## config.mk

```make
export PLATFORM = sky130hd
export DESIGN_NAME = sseg_scan_capture
export DESIGN_NICKNAME = d
export VERILOG_FILES = /design/src/rtl/sseg_scan_capture.sv
export SDC_FILE = /design/constraint.sdc
export NUM_CORES = 1
export LEC_CHECK = 0
export ABC_AREA = 1
export BUFFER_PORTS_ARGS = -buffer_cell sky130_fd_sc_hd__buf_2
export CAP_MARGIN = 20
export CORE_MARGIN = 10
export CORE_UTILIZATION = 55
export CTS_BUF_LIST = sky130_fd_sc_hd__clkbuf_8
export CTS_CLUSTER_DIAMETER = 120
export CTS_CLUSTER_SIZE = 14
export DETAILED_ROUTE_END_ITERATION = 10
export PLACE_DENSITY = 0.78
export SETUP_SLACK_MARGIN = 0.3
export SYNTH_ARGS = -nofsm -noshare
export SYNTH_HDL_FRONTEND = slang
export SYNTH_SLANG_ARGS = --single-unit
```

## constraint.sdc

```tcl
create_clock -name clk -period 1.4 [get_ports clk]
set_input_delay 0.28 -clock clk [delete_from_list [all_inputs] [get_ports clk]]
set_output_delay 0.28 -clock clk [all_outputs]
set_load 0.1 [all_outputs]
```

## src/rtl/sseg_scan_capture.sv

```systemverilog
// sseg_scan_capture: reads back a time-multiplexed, active-low seven-segment bus.
// Each digit is sampled once per select dwell after the synchronised select has
// been stable for SETTLE cycles, decoded to a hex nibble, and collected into a
// frame. A full frame is published as value/neg with a one-cycle frame_valid.
// Optional feature: define SSEG_CAP_CONFIRM_EN to publish a frame only when it
// equals the previously completed frame (value and sign).

module sseg_scan_capture #(
    parameter int unsigned N_DIGITS = 2,
    parameter int unsigned SETTLE   = 4
) (
    input  logic                  clk,
    input  logic                  rst_n,
    input  logic [6:0]            segs_n,
    input  logic [N_DIGITS-1:0]   dig_en,
    output logic [4*N_DIGITS-1:0] value,
    output logic                  neg,
    output logic                  frame_valid,
    output logic                  frame_err
);

    localparam int unsigned W  = 4 * N_DIGITS;
    localparam int unsigned IW = (N_DIGITS > 1) ? $clog2(N_DIGITS) : 1;

    localparam logic [7:0]          SettleMax = 8'(SETTLE);
    localparam logic [IW-1:0]       TopIdx    = IW'(N_DIGITS - 1);
    localparam logic [N_DIGITS-1:0] SelOne    = N_DIGITS'(1);

    typedef enum logic [1:0] {StIdle, StCollect, StPublish} state_t;

    logic [6:0]          seg_meta, seg;
    logic [N_DIGITS-1:0] sel_meta, sel;
    logic [7:0]          cnt;

    state_t              state;
    logic [N_DIGITS-1:0] mask;
    logic [W-1:0]        pending;
    logic                psign;

    logic                strobe, sel_multi, next_multi, multi_entry, capture;
    logic [IW-1:0]       idx;
    logic [3:0]          nib;
    logic                glyph_ok, is_minus, cap_ok;
    logic [N_DIGITS-1:0] mask_base, mask_new;
    logic                sign_base;

`ifdef SSEG_CAP_CONFIRM_EN
    logic [W-1:0]        cmp_val;
    logic                cmp_neg;
    logic                cmp_loaded;
`endif

    // Two-flop synchronisers for the segment bus and the digit selects
    always_ff @(posedge clk or negedge rst_n) begin
        if (!rst_n) begin
            seg_meta <= '0;
            seg      <= '0;
            sel_meta <= '0;
            sel      <= '0;
        end else begin
            seg_meta <= segs_n;
            seg      <= seg_meta;
            sel_meta <= dig_en;
            sel      <= sel_meta;
        end
    end

    // Stability counter: reads 0 in the first cycle sel holds a new value, then
    // counts up and saturates at SETTLE
    always_ff @(posedge clk or negedge rst_n) begin
        if (!rst_n) begin
            cnt <= '0;
        end else if (sel_meta != sel) begin
            cnt <= '0;
        end else if (cnt != SettleMax) begin
            cnt <= cnt + 8'd1;
        end
    end

    // Strobe, select classification and the index of the active digit
    always_comb begin
        strobe      = (sel_meta == sel) && (cnt == SettleMax - 8'd1);
        sel_multi   = |(sel & (sel - SelOne));
        next_multi  = |(sel_meta & (sel_meta - SelOne));
        multi_entry = next_multi && !sel_multi;
        capture     = strobe && (sel != '0) && !sel_multi;
        idx         = '0;
        for (int unsigned i = 0; i < N_DIGITS; i++) begin
            if (sel[i]) idx = IW'(i);
        end
    end

    // Active-low glyph decode, bit6=g .. bit0=a
    always_comb begin
        nib      = 4'h0;
        glyph_ok = 1'b1;
        is_minus = 1'b0;
        case (seg)
            7'h40: nib = 4'h0;
            7'h79: nib = 4'h1;
            7'h24: nib = 4'h2;
            7'h30: nib = 4'h3;
            7'h19: nib = 4'h4;
            7'h12: nib = 4'h5;
            7'h02: nib = 4'h6;
            7'h78: nib = 4'h7;
            7'h00: nib = 4'h8;
            7'h10: nib = 4'h9;
            7'h08: nib = 4'hA;
            7'h03: nib = 4'hB;
            7'h46: nib = 4'hC;
            7'h21: nib = 4'hD;
            7'h06: nib = 4'hE;
            7'h0E: nib = 4'hF;
            7'h3F: is_minus = 1'b1;
            7'h7F: nib = 4'h0;
            default: glyph_ok = 1'b0;
        endcase
        cap_ok = glyph_ok && (!is_minus || (idx == TopIdx));
    end

    // A publish cycle clears the frame first so a coincident strobe starts the next frame
    always_comb begin
        mask_base = (state == StPublish) ? '0 : mask;
        sign_base = (state == StPublish) ? 1'b0 : psign;
        mask_new  = mask_base | sel;
    end

    // Frame FSM: collect digits, publish full frames, discard on errors
    always_ff @(posedge clk or negedge rst_n) begin
        if (!rst_n) begin
            state       <= StIdle;
            mask        <= '0;
            pending     <= '0;
            psign       <= 1'b0;
            value       <= '0;
            neg         <= 1'b0;
            frame_valid <= 1'b0;
            frame_err   <= 1'b0;
`ifdef SSEG_CAP_CONFIRM_EN
            cmp_val     <= '0;
            cmp_neg     <= 1'b0;
            cmp_loaded  <= 1'b0;
`endif
        end else begin
            frame_valid <= 1'b0;
            frame_err   <= 1'b0;
            mask        <= mask_base;
            psign       <= sign_base;

            if (state == StPublish) begin
`ifdef SSEG_CAP_CONFIRM_EN
                if (cmp_loaded && (cmp_val == pending) && (cmp_neg == psign)) begin
                    value       <= pending;
                    neg         <= psign;
                    frame_valid <= 1'b1;
                end
                cmp_val    <= pending;
                cmp_neg    <= psign;
                cmp_loaded <= 1'b1;
`else
                value       <= pending;
                neg         <= psign;
                frame_valid <= 1'b1;
`endif
                state <= StIdle;
            end

            if (capture) begin
                if (cap_ok) begin
                    pending[{idx, 2'b00} +: 4] <= nib;
                    mask                       <= mask_new;
                    if (idx == TopIdx) psign <= is_minus;
                    state <= (&mask_new) ? StPublish : StCollect;
                end else begin
                    frame_err <= 1'b1;
                    mask      <= '0;
                    psign     <= 1'b0;
                    state     <= StIdle;
`ifdef SSEG_CAP_CONFIRM_EN
                    cmp_loaded <= 1'b0;
`endif
                end
            end

            if (multi_entry) begin
                frame_err <= 1'b1;
                mask      <= '0;
                psign     <= 1'b0;
                state     <= StIdle;
`ifdef SSEG_CAP_CONFIRM_EN
                cmp_loaded <= 1'b0;
`endif
            end
        end
    end

endmodule

```

After elaboration in Yosys (flattened, before gate mapping)
Cells that the tools add are included.

Flip-flop bits (word level): 50. Input bits: 11.

Bitwise logic cells: 3. Reduce and logical (&&, ||, !) cells: 17. Equality and inequality tests: 22. Shift-type cells: 2. Multiplexer cells: 25. Add/subtract/negate cells: 4.

Operators by type and width (number): $pmux 4 s15 (1); $eq 7x7->1 const B (5); $eq 7x6->1 const B (4); $eq 7x5->1 const B (3); $mux 2 (9); $reduce_or 18->1 (1); $mux 8 (2); $eq 7x2->1 const B (2); $eq 7x4->1 const B (2); $mux 1 (12); $add 8x1->8 const B (1); $bwmux 8 (1); $eq 8x2->1 const B (1); $ne 8x3->1 const B (1); $shift 4x5->8 const A (1); $shiftx 4x5->8 (1); $eq 7x3->1 const B (1); $logic_not 7->1 (1); $logic_and 1x1->1 (5); $neg 3->5 (1); $and 2x2->2 (2); $reduce_and 2->1 (2); $reduce_bool 2->1 (2); $reduce_or 2->1 (2); 8 further kinds (10).

Logic depth before layout (Yosys ltp)
Depth in word-level cells: 8. Gate-level depth with buffers: 12. Depth with buffers taken out: 12.

Worst setup path before layout
Ideal clock, no wire load.

Path type: reg-to-reg. Start point: register sel_meta[0]. End point: register pending[0]. Library setup time: 0.118 ns. Stages on the path, launching flop included: 8. Period minus slack after synthesis: 1.472 ns. Buffers on the path: 0. Required time: 1.282 ns. Setup slack: -0.072 ns. Arrival time: 1.354 ns. Cells stage by stage: dfrtp_1 or2_1 a21oi_4 nand3_1 nor2_4 nand4_4 nand2_1 nand2_1.

Cells in the longest elaborated chain, start to end: 5.

RTL lines: start, declared (RTL line 32) `logic [N_DIGITS-1:0] sel_meta, sel;`; start signal, assigned (RTL line 63) `sel_meta <= dig_en;`; $eq 2x2->1 (RTL line 82) `strobe = (sel_meta == sel) && (cnt == SettleMax - 8'd1);`; $logic_and 1x1->1 (RTL line 82); $logic_and 1x1->1 (2 in series) (RTL line 86) `capture = strobe && (sel != '0) && !sel_multi;`; $reduce_and 2->1 (no source line); end signal, assigned by index (RTL line 171) `pending[{idx, 2'b00} +: 4] <= nib;`; end, declared (RTL line 37) `logic [W-1:0] pending;`.

No other way between the ends. A chain may end at the register's enable or synchronous reset.

Final worst setup path
Start point: register sel[0]. End point: register cnt[3].

Cells in the longest elaborated chain, start to end: 2. Elaborated cells between the ends (all ways): 3. Those cells by class: 1 x eq/ne; 1 x mux; 1 x reduce/logical.

RTL lines: start, declared (RTL line 32); start signal, assigned (RTL line 64) `sel <= sel_meta;`; $ne 2x2->1 (*) (RTL line 73) `end else if (sel_meta != sel) begin`; $mux 8 / $reduce_bool 2->1 (equally long branches); end signal, assigned (RTL line 76) `cnt <= cnt + 8'd1;`; end, declared (RTL line 33) `logic [7:0] cnt;`.

Mark *: on every way between the ends. The rest lies on a longest branch, timed or not.

==> impl_metrics.py <==
metrics = {
    "power_and_ir_drop": {
        "vdd_drop_max_v": 0.000739,
        "p_total_mw": 2.76,
        "powerDensity_nw_per_um2": 735,
        "p_leak_nw": 1.85,
    },
    "sta": {
        "worst_pin_slew_ps": 364,
        "clock_skew_ps": 8.68,
        "min_period_over_period": 1.17,
        "period_needed_ps": 1640,
        "rsz0062_at_grt": "true",
        "setup_tns_ps": -3410,
        "setup_ws_ps": -239,
        "max-slew-margin-rel": 0.755,
        "maxSlewViolCount": 0,
        "fmax_mhz": 610,
        "finalHoldViolCount": 0,
        "setup_viol": 22,
    },
    "yosys": {
        "yosys.cell_types.count": 28,
        "syn_area_sq_um": 2460,
        "synth-seq-cells": 50,
        "syn_nets": 317,
        "syn_area_per_cell_sq_um": 8.09,
        "synth_cells": 304,
        "synth_top_area_share": 0.509,
        "synth_area_leader_cell": "dfrtp_1",
        "ys_top_cells_by_area": "dfrtp_1 51%, nand2_1 15%, nor2_1 5.2%",
        "ys_warn_count": 0,
        "ys_seq_area_frac": 0.509,
    },
    "clock_network": {
        "cts_inserted_buffers": 5,
        "cts_tree": "yes",
        "cts.clk_slew.worst_paths_ps": 90,
        "cts-root-buf": "clkbuf_8",
        "worstSkewPairLatency_ps": 310,
        "h-tree-depth": 2,
        "cts_buffer_depth": 2,
        "cts_sinks": 50,
    },
    "floorplanning": {
        "core_sq_um": 4350,
        "ios": 22,
        "initial_core_util": 0.565,
        "die_w_microns": 86.9,
        "die_area_sq_um": 7540,
        "rows": 24,
        "dieHeight_microns": 86.9,
    },
    "worst_setup_path": {
        "crit_type": "reg2reg",
        "slowest_stage": "dfrtp_1",
        "crit_fanout": 5,
        "cp_top_family": "compound AO/OA/AOI/OAI gates",
        "path_cells": "or2_1 -> a21oi_4 -> buf_6 -> buf_6 -> buf_8 -> inv_6 -> a21oi_2 -> o21a_1",
        "cpPeakStageDelay_ps": 380,
        "critPathCaptureType": "flip-flop",
        "required_ps": 1640,
        "crit_top_cell": "buf_6",
        "cp.arrival_ps": 1880,
        "crit_path_start_kind": "flip-flop",
        "critical_path_buf_inv_count": 4,
    },
    "placement": {
        "gp_congestion": 0.964,
        "dp_cells": 418,
        "dp_slack_ps": -133,
        "dp_hpwl_microns": 4010,
        "port_buffers": 21,
    },
    "job": {
        "drv_cap": 0,
    },
    "routing": {
        "final_antenna_net_count": 0,
        "vias": 2319,
        "drc": 0,
        "drt-initial-drc-count": 153,
        "routed_wl_microns": 6860,
        "avgRoutedWirePerCell_microns": 15.5,
        "first_pass_iters": 4,
        "vias_per_cell": 5.23,
    },
    "outcome": {
        "status": "finished with violations",
        "failed_checks": "setup timing",
    },
    "layout": {
        "drive_gt1_frac": 0.519,
        "syn_to_final_growth_pct": 52.7,
        "fin_cells": 443,
        "multi_input_area_sq_um": 1380,
        "regArea_sq_um": 1270,
        "fill_cells": 212,
        "utilization": 0.862,
        "final_nets": 403,
        "diodes": 0,
    },
    "worst_hold_path": {
        "worstHoldPathType": "in2reg",
    },
    "grt": {
        "grt.overflow.total": 0,
        "grt_pass1_vias": 2304,
        "grt_usage": 0.165,
        "grt_max_degree": 51,
        "grt_pass1_wl_microns": 10200,
        "antenna_found_initial": 0,
    },
}
==> worst paths after layout <==
kind	start	end	slack, ps	cells after the start
worst max register to register	sel[0]	cnt[3]	-240	8
worst min-delay path	dig_en[1]	sel_meta[1]	70	1
max in group asynchronous	rst_n	seg[3]	660	3
worst min register to register	seg_meta[1]	seg[1]	360	0
worst max-delay path	sel[0]	cnt[3]	-240	8
min in group asynchronous	rst_n	pending[7]	480	3
==> layout by cell type, fill, tap and decap left out, types with 6 or more instances in the layout <==
| master | instances |
|---|---|
| buf_12 | 12 |
| buf_2 | 10 |
| buf_4 | 43 |
| buf_6 | 14 |
| clkbuf_8 | 6 |
| dfrtp_1 | 32 |
| dfrtp_2 | 18 |
| inv_1 | 16 |
| inv_2 | 15 |
| nand2_1 | 87 |
| nand2_2 | 14 |
| nand3_1 | 9 |
| nand4_1 | 9 |
| nor2_1 | 18 |
| nor2_2 | 15 |
| nor2_4 | 17 |
==> cells by family after synthesis <==
kind of cell / share of synthesized area
XOR/XNOR: 0.00356
AND/OR/NAND/NOR: 0.365
adder cells (fa/ha/maj): 0.0102
buffers and inverters: 0.0565
AO/OA/AOI/OAI: 0.0555
flip-flops: 0.509
==> worst reg2reg max path, delay by kind of cell, from the launching register on <==
kind / cells / cell delay (ps)
simple gates: 1 / 270
compound gates: 3 / 520
buf+inv: 4 / 400
flops: 1 / 380
==> report_power, final <==
part           switching (mW)  internal (mW)  total, mW
clock                   0.456          0.392      0.848
sequential             0.0407           1.48       1.52
combinational           0.224          0.169      0.393
==> stage by stage <==
| step | instance area [sq um] | hold slack [ps] |
|---|---|---|
| after global placement | 3040 | 286 |
| after floorplan | 2540 | -15.6 |
| final | 3750 | 69.7 |
| after global routing | 3750 | 60.1 |
| after detailed placement | 3040 | 291 |
| after CTS | 3490 | 75.0 |
==> layout make-up <==
class                   count  area share
repair buffers             81       0.212
inverters                  35      0.0397
well taps                  52      0.0173
multi-input cells         217       0.368
clock buffers               6      0.0220
clock inverters             2     0.00233
flip-flops and latches     50       0.339
==> synth_stat cells, drive strengths merged <==
cell and number:
o21ai 9, clkbuf 2, o21a 2, nor3 6, xor2 1, nand3 18, nor4 1, inv 34
o211a 1, nor2 50, a31oi 1, dfrtp 50, nand2 106, a21oi 9, or2 1, clkinv 1
ha 2, nand4 10
==> timing repair <==
item | 4_1_cts | 5_1_grt
gates resized for setup | 85 | 60
hold endpoints to repair | 50 | 0
buffers inserted | 7 | 8
pin swaps | 13 | 20
hold buffers | 1 | 0
endpoints found under the setup margin | 42 | 42
cloned | 0 | 1
==> sequential cells by signal, indices dropped and copies added (netlist names), 2 cells and up <==
register,flops
cnt,8
mask,2
pending,8
seg,7
seg_meta,7
sel,2
sel_meta,2
state,2
value,8
==> layer usage <==
metal,wire [microns],global-route usage
met1,2730,0.187
met2,3630,0.293
met3,292,0.0412
met4,200,0.0501
met5,0,0
No activity file was read; power rests on OpenSTA's default activity.
